[config.mk]
export PLATFORM = sky130hd
export DESIGN_NAME = fc_layer_seq
export DESIGN_NICKNAME = d
export VERILOG_FILES = /design/src/rtl/fc_layer_pkg.sv /design/src/rtl/fc_result_bank.sv /design/src/rtl/fc_layer_seq.sv
export SDC_FILE = /design/constraint.sdc
export NUM_CORES = 1
export LEC_CHECK = 0
export ABC_CLOCK_PERIOD_IN_PS = 17900
export BUFFER_PORTS_ARGS = -buffer_cell sky130_fd_sc_hd__buf_2
export CAP_MARGIN = 30
export CELL_PAD_IN_SITES_DETAIL_PLACEMENT = 0
export CELL_PAD_IN_SITES_GLOBAL_PLACEMENT = 1
export CORE_MARGIN = 1
export CORE_UTILIZATION = 39
export DETAILED_ROUTE_END_ITERATION = 7
export GPL_TIMING_DRIVEN = 0
export PLACE_DENSITY_LB_ADDON = 0.1
export SYNTH_ARGS = -nofsm -noshare
export SYNTH_HDL_FRONTEND = slang
export SYNTH_HIERARCHICAL = 1
export SYNTH_SLANG_ARGS = --single-unit
[constraint.sdc]
create_clock -name clk -period 17.9 [get_ports clk]
set_input_delay 2.685 -clock clk [delete_from_list [all_inputs] [get_ports clk]]
set_output_delay 2.685 -clock clk [all_outputs]
set_load 0.1 [all_outputs]
[src/rtl/fc_layer_pkg.sv]
// Shared types and helpers for fully-connected layer controllers.
//   seq_state_t : feed / wait / drain schedule states
//   IDX_W(n)    : index width for n entries, never less than 1 bit
package fc_layer_pkg;

  typedef enum logic [1:0] {IDLE, FEED, WAIT, DRAIN} seq_state_t;

  function automatic int unsigned IDX_W(input int unsigned n);
    return (n > 1) ? $clog2(n) : 1;
  endfunction

endpackage

[src/rtl/fc_result_bank.sv]
// Capture registers for per-neuron results.
//   clk, rst  : clock, asynchronous active-high reset
//   we        : per-entry write enable (one bit per neuron)
//   wdata     : concatenated neuron outputs, entry k at [k*dataWidth +: dataWidth]
//   clr       : clear the capture mask (takes precedence over we)
//   rd_en     : load the read register from entry rd_idx
//   rd_idx    : read index
//   rd_data   : registered read data
//   all_done  : every entry captured, counting writes in the current cycle
module fc_result_bank
  import fc_layer_pkg::*;
#(
  parameter int unsigned numNeurons = 30,
  parameter int unsigned dataWidth  = 16,
  localparam int unsigned IdxW      = IDX_W(numNeurons)
) (
  input  logic                            clk,
  input  logic                            rst,
  input  logic [numNeurons-1:0]           we,
  input  logic [numNeurons*dataWidth-1:0] wdata,
  input  logic                            clr,
  input  logic                            rd_en,
  input  logic [IdxW-1:0]                 rd_idx,
  output logic [dataWidth-1:0]            rd_data,
  output logic                            all_done
);

  logic [dataWidth-1:0]  cap_q [numNeurons];
  logic [dataWidth-1:0]  cap_d [numNeurons];
  logic [numNeurons-1:0] mask_q, mask_d;
  logic [dataWidth-1:0]  rd_q, rd_d;

  always_comb begin
    for (int k = 0; k < numNeurons; k++) begin
      cap_d[k] = we[k] ? wdata[k*dataWidth +: dataWidth] : cap_q[k];
    end
    mask_d = clr ? '0 : (mask_q | we);
    rd_d   = rd_q;
    // Read from the write-forwarded value so the first drain element is
    // available in the cycle right after the final capture.
    if (rd_en) begin
      rd_d = '0;
      for (int k = 0; k < numNeurons; k++) begin
        if (rd_idx == IdxW'(k)) rd_d = cap_d[k];
      end
    end
  end

  assign all_done = &(mask_q | we);
  assign rd_data  = rd_q;

  always_ff @(posedge clk or posedge rst) begin
    if (rst) begin
      for (int k = 0; k < numNeurons; k++) cap_q[k] <= '0;
      mask_q <= '0;
      rd_q   <= '0;
    end else begin
      cap_q  <= cap_d;
      mask_q <= mask_d;
      rd_q   <= rd_d;
    end
  end

endmodule

[src/rtl/fc_layer_seq.sv]
// Feed / wait / drain sequencer for one fully-connected layer.
//   clk, rst       : clock, asynchronous active-high reset
//   in_data/valid  : input elements from previous stage; in_ready accepts
//   nrn_in/_valid  : registered broadcast to every neuron
//   nrn_out/_valid : per-neuron results and their valid pulses
//   out_data/valid : drained results to next stage; out_ready accepts
//   busy           : not idle
//   err            : one-cycle pulse when the wait for results times out
module fc_layer_seq
  import fc_layer_pkg::*;
#(
  parameter int unsigned numInputs     = 784,
  parameter int unsigned numNeurons    = 30,
  parameter int unsigned dataWidth     = 16,
  parameter int unsigned timeoutCycles = 64
) (
  input  logic                            clk,
  input  logic                            rst,
  input  logic [dataWidth-1:0]            in_data,
  input  logic                            in_valid,
  output logic                            in_ready,
  output logic [dataWidth-1:0]            nrn_in,
  output logic                            nrn_in_valid,
  input  logic [numNeurons*dataWidth-1:0] nrn_out,
  input  logic [numNeurons-1:0]           nrn_out_valid,
  output logic [dataWidth-1:0]            out_data,
  output logic                            out_valid,
  input  logic                            out_ready,
  output logic                            busy,
  output logic                            err
);

  localparam int unsigned InCntW = $clog2(numInputs + 1);
  localparam int unsigned IdxW   = IDX_W(numNeurons);
  localparam int unsigned WaitW  = $clog2(timeoutCycles + 1);

  localparam logic [InCntW-1:0] InLast   = InCntW'(numInputs);
  localparam logic [IdxW-1:0]   IdxLast  = IdxW'(numNeurons - 1);
  localparam logic [WaitW-1:0]  WaitLast = WaitW'(timeoutCycles);

  seq_state_t           state_q, state_d;
  logic [InCntW-1:0]    in_cnt_q, in_cnt_d;
  logic [WaitW-1:0]     wait_cnt_q, wait_cnt_d;
  logic [IdxW-1:0]      out_idx_q, out_idx_d;
  logic                 err_q, err_d;
  logic [dataWidth-1:0] nrn_in_q;
  logic                 nrn_in_valid_q;

  logic                  ready_st;
  logic                  accept;
  logic                  clr;
  logic                  rd_en;
  logic                  all_done;
  logic [numNeurons-1:0] cap_we;

  // Gated by rst so in_ready is low for the whole reset interval.
  assign in_ready = ready_st & ~rst;
  assign accept   = in_valid & in_ready;
  assign cap_we   = nrn_out_valid & {numNeurons{state_q == WAIT}};

  always_comb begin
    state_d    = state_q;
    in_cnt_d   = in_cnt_q;
    wait_cnt_d = wait_cnt_q;
    out_idx_d  = out_idx_q;
    err_d      = 1'b0;
    clr        = 1'b0;
    rd_en      = 1'b0;
    ready_st   = 1'b0;
    out_valid  = 1'b0;
    unique case (state_q)
      IDLE: begin
        ready_st = 1'b1;
        if (accept) begin
          in_cnt_d   = InCntW'(1);
          wait_cnt_d = '0;
          state_d    = (InCntW'(1) == InLast) ? WAIT : FEED;
        end
      end
      FEED: begin
        ready_st = 1'b1;
        if (accept) begin
          in_cnt_d = in_cnt_q + InCntW'(1);
          if (in_cnt_d == InLast) begin
            state_d    = WAIT;
            wait_cnt_d = '0;
          end
        end
      end
      WAIT: begin
        wait_cnt_d = wait_cnt_q + WaitW'(1);
        if (all_done) begin
          state_d   = DRAIN;
          out_idx_d = '0;
          rd_en     = 1'b1;
        end else if (wait_cnt_d == WaitLast) begin
          err_d    = 1'b1;
          clr      = 1'b1;
          in_cnt_d = '0;
          state_d  = IDLE;
        end
      end
      DRAIN: begin
        out_valid = 1'b1;
        if (out_ready) begin
          if (out_idx_q == IdxLast) begin
            clr      = 1'b1;
            in_cnt_d = '0;
            state_d  = IDLE;
          end else begin
            out_idx_d = out_idx_q + IdxW'(1);
            rd_en     = 1'b1;
          end
        end
      end
      default: state_d = IDLE;
    endcase
  end

  always_ff @(posedge clk or posedge rst) begin
    if (rst) begin
      state_q        <= IDLE;
      in_cnt_q       <= '0;
      wait_cnt_q     <= '0;
      out_idx_q      <= '0;
      err_q          <= 1'b0;
      nrn_in_q       <= '0;
      nrn_in_valid_q <= 1'b0;
    end else begin
      state_q        <= state_d;
      in_cnt_q       <= in_cnt_d;
      wait_cnt_q     <= wait_cnt_d;
      out_idx_q      <= out_idx_d;
      err_q          <= err_d;
      nrn_in_valid_q <= accept;
      if (accept) nrn_in_q <= in_data;
    end
  end

  assign nrn_in       = nrn_in_q;
  assign nrn_in_valid = nrn_in_valid_q;
  assign busy         = (state_q != IDLE);
  assign err          = err_q;

  fc_result_bank #(
    .numNeurons (numNeurons),
    .dataWidth  (dataWidth)
  ) u_bank (
    .clk      (clk),
    .rst      (rst),
    .we       (cap_we),
    .wdata    (nrn_out),
    .clr      (clr),
    .rd_en    (rd_en),
    .rd_idx   (out_idx_d),
    .rd_data  (out_data),
    .all_done (all_done)
  );

endmodule

==> results of run 1 <==
[how the worst max path moves through the flow]
stage | end | startpoint | slack, ns
finish | u_bank/rd_data[4] | nrn_out_valid[21] | 8.82
global route | u_bank/rd_data[4] | nrn_out_valid[21] | 8.76
CTS | u_bank/rd_data[4] | nrn_out_valid[21] | 9.04
detailed placement | u_bank/rd_data[4] | nrn_out_valid[21] | 8.44
global placement | u_bank/cap_q[276] | rst | -5.54
floorplan | u_bank/cap_q[0] | rst | 0.52
[layout make-up]
| cell class | count | area (µm²) |
|---|---|---|
| Buffer | 182 | 785 |
| Fill cell | 6284 | 34300 |
| Antenna cell | 16 | 40.0 |
| Inverter | 45 | 176 |
| Sequential cell | 568 | 14200 |
| Clock buffer | 95 | 1980 |
| Multi-Input combinational cell | 1503 | 11500 |
| Timing Repair Buffer | 585 | 3080 |
| Tap cell | 873 | 1090 |
| Clock inverter | 19 | 183 |
[sequential cells by signal, summed over array words and instances, names as in the netlist, 2 cells and up]
register and count:
in_cnt_q 10, nrn_in 16, out_idx_q 5, state_q 2
u_bank/cap_q 480, u_bank/mask_q 30, u_bank/rd_data 16, wait_cnt_q 7
[where the power goes]
part / switching (µW) / leakage [µW] / internal [µW]
clock: 552 / 0.00108 / 799
combinational: 1720 / 0.00667 / 946
sequential: 182 / 0.00668 / 1910
[worst max-delay path, cell delays in order]
cell and delay, ns:
buf_2 0.07, and2_1 0.10, clkbuf_1 0.36, clkbuf_1 0.80
nor2_1 0.17, nor4_1 0.75, nand3_1 0.14, nor2_1 0.43
o21ai_0 0.21, a221o_1 0.52, clkbuf_1 0.28, nor3b_1 0.54
nand2_1 0.31, clkbuf_1 0.40, o22ai_1 0.72, o21ai_0 0.27
o2111ai_1 0.63, nand2_1 0.11
[layer usage]
| metal | vias up | wire, µm | track usage [%] |
|---|---|---|---|
| li1 | 9688 | - | - |
| met1 | 10500 | 43300 | 38.5 |
| met2 | 728 | 46600 | 45.0 |
| met3 | 152 | 6230 | 5.77 |
| met4 | 14 | 3420 | 10.7 |
| met5 | - | 70 | 0 |
[layout by cell type (no fill, tap or decap), drive strengths merged, types with 48 or more instances in the layout]
| master | n |
|---|---|
| a21oi | 56 |
| mux2 | 449 |
| nand3 | 135 |
| buf | 654 |
| nand2 | 113 |
| dfrtp | 568 |
| inv | 48 |
| nor2 | 126 |
| nor3 | 57 |
| clkbuf | 208 |
[metrics by stage]
stage / setup TNS, ns / setup slack (ns) / hold WS (ns) / power (µW)
floorplan: 0 / 0.518 / 0.447 / 3870
global placement: -2884.73 / -5.54 / 0.458 / 4670
detailed placement: 0 / 8.44 / 0.460 / 4750
global route: 0 / 8.76 / 0.492 / 6430
CTS: 0 / 9.04 / 0.474 / 6120
finish: 0 / 8.82 / 0.470 / 6100
[cell usage after synthesis, types with 8 or more instances]
| cell | number |
|---|---|
| a2111oi_2 | 13 |
| o211ai_1 | 18 |
| dfrtp_1 | 568 |
| a31oi_1 | 46 |
| and2_1 | 33 |
| buf_2 | 56 |
| nand2_1 | 113 |
| mux2i_1 | 31 |
| clkbuf_1 | 111 |
| o31a_1 | 18 |
| and3_1 | 38 |
| inv_1 | 44 |
| buf_1 | 9 |
| a21o_1 | 20 |
| nor3_1 | 56 |
| o2111ai_1 | 31 |
| nand4_1 | 24 |
| nor4_1 | 8 |
| nor2_1 | 126 |
| nand2b_1 | 41 |
| or3_1 | 34 |
| a2bb2oi_1 | 16 |
| a22oi_1 | 16 |
| and4b_1 | 15 |
| a32o_1 | 15 |
| nand3_1 | 134 |
| a21oi_1 | 55 |
| o21ai_0 | 32 |
| mux2_2 | 449 |
| and4_4 | 13 |
| o22ai_1 | 37 |
[kinds of logic (layout without fill, tap and decap cells)]
group	after synthesis	in the layout	share of synthesized area, %
compound gates	340	340	9.25
xor+xnor	4	4	0.131
fa+ha+maj	5	5	0.235
buf+inv	227	926	3.57
flops	568	568	53.3
mux	480	480	20.1
other cells	0	16	0
simple gates	674	674	13.4
==> metrics.cfg, run 1 <==
[run_status]
outcome=completed

[yosys]
synth_nets=2833
synth_top_area_share_pct=53.3
avgSynthCellArea_um2=11.6
synth-edff-count=0
ys.flop_type=dfrtp_1
ys_seq_area_share_pct=53.3
syn_area_um2=26700
async_flop_share_pct=100
synth_top_cell_by_area=dfrtp_1
synth_cell_types=66
syn_inst=2298
yosys-top-cells-area=dfrtp_1 53%, mux2_2 19%, nand3_1 2.5%
yosys_warnings=6
synth_seq_cells=568

[worst_setup_path]
start_kind=primary input
cp.required_ns=18.36
crit_fanout=10
crit_type=primary input to flip-flop
r2r-start=state_q[1]
r2r_slack_ns=9.11
end_kind=flip-flop
r2r_end=u_bank/rd_data[4]
worst-r2r-cell-count=21
cp.arrival_ns=9.54

[route]
drt_iter0_markers=1539
firstDrtPassIters=5
vias_per_cell=5.44
num_vias=21100
final_antenna_net_count=0
drc=0
wl_per_cell_um=25.6
wl_um=99600

[clocking]
hold_buffers=0
root_buffer=clkbuf_16
cts_tree=built
clock_latency_ns=0.61
clockBufferDepth=3
cts_sinks=568
htree_levels=3
cts_resized=0
worst_setup_hold_path_clk_slew_ns=0.06
post_cts_buffers=0
numCtsBuffers=66

[sta]
hold_violations=0
min_period_ns=9.08
finalSetupViolCount=0
skew_ns=0.0225
rsz0062_at_grt=no
max_freq_ghz=0.110
period_share_pct=50.7
tightest_slew_ns=1.00
maxSlewHeadroom_pct=33.1
report.final.slew_viol_count=0

[die]
core_area_um2=67400
num_io_pins=567
die_y_um=264
row_count=95
chipWidth_um=264
initial_core_util_pct=39.6
die-area_um2=69400

[global_routing]
grt_max_degree=133
grt_pass1_wl_um=144000
antenna_found_initial=25
grt-ovfl-total=0
grt_pass1_vias=21900
grtUsageTotal_pct=28.5

[pwr]
powerDensity_nw_per_um2=185
vdd.ir_drop.worst_uv=65.7
leakage_uw=0.0144

[cells_and_area]
layout.nets=3486
layout-drive-gt1-share_pct=41.3
final_cell_area_um2=33100
area_growth_pct=23.9
fin_cells=3886
postLayoutCoreUtil_pct=49.0

[place]
placed_area_um2=30800
portBuffers=566
dp_cells=3755
dp_hpwl_um=79000
place_congestion=0.877

[worst_hold_path]
hp-class=flip-flop to flip-flop
whs_endpoint=nrn_in[15]
hp-start=nrn_in[15]
hold_depth=2

[job]
maxCapViolCount=0

Power figures use the tool's default switching activity.
==> run 2, diff against run 1 <==
Settings changed: ABC_CLOCK_PERIOD_IN_PS 17900 to 9000, CORE_UTILIZATION 39 to 43.
Clock period 17.9 ns to 9 ns, I/O delays scaled along.
==> metrics.cfg, run 2 (same netlist as run 1, synthesis figures left out) <==
[run_status]
outcome=completed

[route]
vias_per_cell=5.64
num_vias=21400
drc=0
wl_per_cell_um=25.4
firstDrtPassIters=6
final_antenna_net_count=0
wl_um=96400
drt_iter0_markers=1548

[worst_setup_path]
r2r_slack_ns=0.49
cp.arrival_ns=9.00
slowest_stage=clkbuf_1
path_cells=nor2b_1, clkbuf_1, clkbuf_1, and2_1, clkbuf_1, clkbuf_1, o22ai_1, nor4_1, nand3_1, nor2_1, o21ai_0, a221o_1, clkbuf_1, nor3b_1, nand2_1, clkbuf_1, o22ai_1, o21ai_0, o2111ai_1, nand2_1
end_kind=flip-flop
start_kind=flip-flop
cp.required_ns=9.49
crit_fanout=10
worst_path_most_repeated_cell=clkbuf_1
crit_type=flip-flop to flip-flop
cpPeakStageDelay_ns=0.67

[place]
place_congestion=0.904
dp_hpwl_um=77400
portBuffers=566
placed_area_um2=30900

[sta]
tightest_slew_ns=1.08
report.final.slew_viol_count=0
hold_violations=0
period_share_pct=94.6
finalSetupViolCount=0
rsz0062_at_grt=no
min_period_ns=8.51
skew_ns=0.0276
max_freq_ghz=0.117
maxSlewHeadroom_pct=27.7

[cells_and_area]
layout.nets=3489
layout-drive-gt1-share_pct=41.6
final_common_cell=buf_2
layout_common_cells=624 x buf_2, 568 x dfrtp_1, 449 x mux2_2
regMostFlops=u_bank/cap_q
area_growth_pct=24.2
reg.largest.list=u_bank/cap_q (480), u_bank/mask_q (30)
largest_register_ffs=480
fillers=5534
final_cell_area_um2=33100

[global_routing]
antenna_found_initial=17
grt-ovfl-total=0
grt_pass1_wl_um=141000
grt_max_degree=44
grtUsageTotal_pct=30.4
grt_pass1_vias=21900

[die]
die_y_um=251
row_count=90
chipWidth_um=251
num_io_pins=567
core_area_um2=60800
initial_core_util_pct=43.9
die-area_um2=63000

[clocking]
worst_setup_hold_path_clk_slew_ns=0.06
cts_sinks=568
numCtsBuffers=60
cts_tree=built
htree_levels=2
clockBufferDepth=3
clock_latency_ns=0.63
root_buffer=clkbuf_16

[pwr]
powerDensity_nw_per_um2=369
leakage_uw=0.0145
power.switching_uw=4840
pwr-share-clk_pct=22.7
p_sw_share_pct=39.6
p_comb_share_pct=43.3
total_power_uw=12200
intPower_uw=7370
vdd.ir_drop.worst_uv=189
p_seq_share_pct=34.0

[worst_hold_path]
hp-class=flip-flop to flip-flop

[job]
maxCapViolCount=0

[run 2: changes by cell type in the layout (fill, tap and decap cells not counted), moves of 3 or more]
| cell | before | now |
|---|---|---|
| buf_12 | 1 | 15 |
| clkbuf_8 | 20 | 15 |
| clkinvlp_4 | 0 | 4 |
| diode_2 | 16 | 12 |
| clkbuf_16 | 67 | 61 |
| inv_6 | 4 | 0 |
| clkinv_2 | 11 | 14 |
| bufinv_16 | 2 | 12 |
| clkbuf_1 | 119 | 116 |
| buf_16 | 4 | 0 |
[run 2: power by group through the flow]
stage          logic [µW]  clock network [µW]  registers, µW
2_1_floorplan        3070                   0           4630
3_3_place_gp         5070                   0           4190
3_5_place_dp         5210                   0           4200
4_1_cts              5240                2820           4160
5_1_grt              5630                2920           4280
6_report             5290                2770           4150
[run 2: repair_timing]
action,CTS,global route
endpoints found under the hold margin,0,0
endpoints found under the setup margin,0,1
hold buffers,0,0
buffers inserted,0,0
gates resized for setup,0,3
[run 2: per-layer routing]
layer | track usage (%) | routed length [µm] | part of all wire (%)
met1 | 42.0 | 41900 | 43
met3 | 5.17 | 6180 | 6.4
met5 | 0 | 94 | 0.097
met4 | 11.4 | 3440 | 3.6
met2 | 47.8 | 44800 | 46
[run 2: area by class of cell]
type                    instances  area, µm²  area share (%)
clock inverters                30        462            1.39
repair buffers                594       3230            9.74
clock buffers                  82       1760            5.30
diodes                         12       30.0          0.0906
flip-flops and latches        568      14200            42.9
inverters                      45        173           0.521
multi-input cells            1503      11500            34.7
well taps                     782        978            2.95
plain buffers                 182        786            2.37
[run 2: final timing paths]
check,depth (start not counted),to,start
worst max-delay path,20,u_bank/rd_data[2],state_q[1]
worst min-delay path,2,nrn_in[14],nrn_in[14]
worst max register to register,20,u_bank/rd_data[2],state_q[1]
worst min register to register,2,nrn_in[14],nrn_in[14]
max in group asynchronous,7,u_bank/cap_q[339],rst
min in group asynchronous,2,nrn_in[12],rst
[run 2: stage by stage]
stage	std cells	worst slack (ns)	setup TNS, ns	hold slack [ns]	utilization [%]
2_1_floorplan	2298	0.502	0	0.447	-
3_3_place_gp	3646	-2.66	-1355.53	0.455	50.1
3_5_place_dp	3672	0.443	0	0.457	50.8
4_1_cts	3784	0.414	0	0.472	54.4
5_1_grt	3795	0.124	0	0.487	54.5
6_report	3798	0.488	0	0.466	54.5
[run 2: critical path, delay by kind of cell, from the launching register on]
kind,cells,cell delay [ns]
buf+inv,6,2.88
flops,1,0.46
simple gates,8,2.63
compound gates,6,2.38
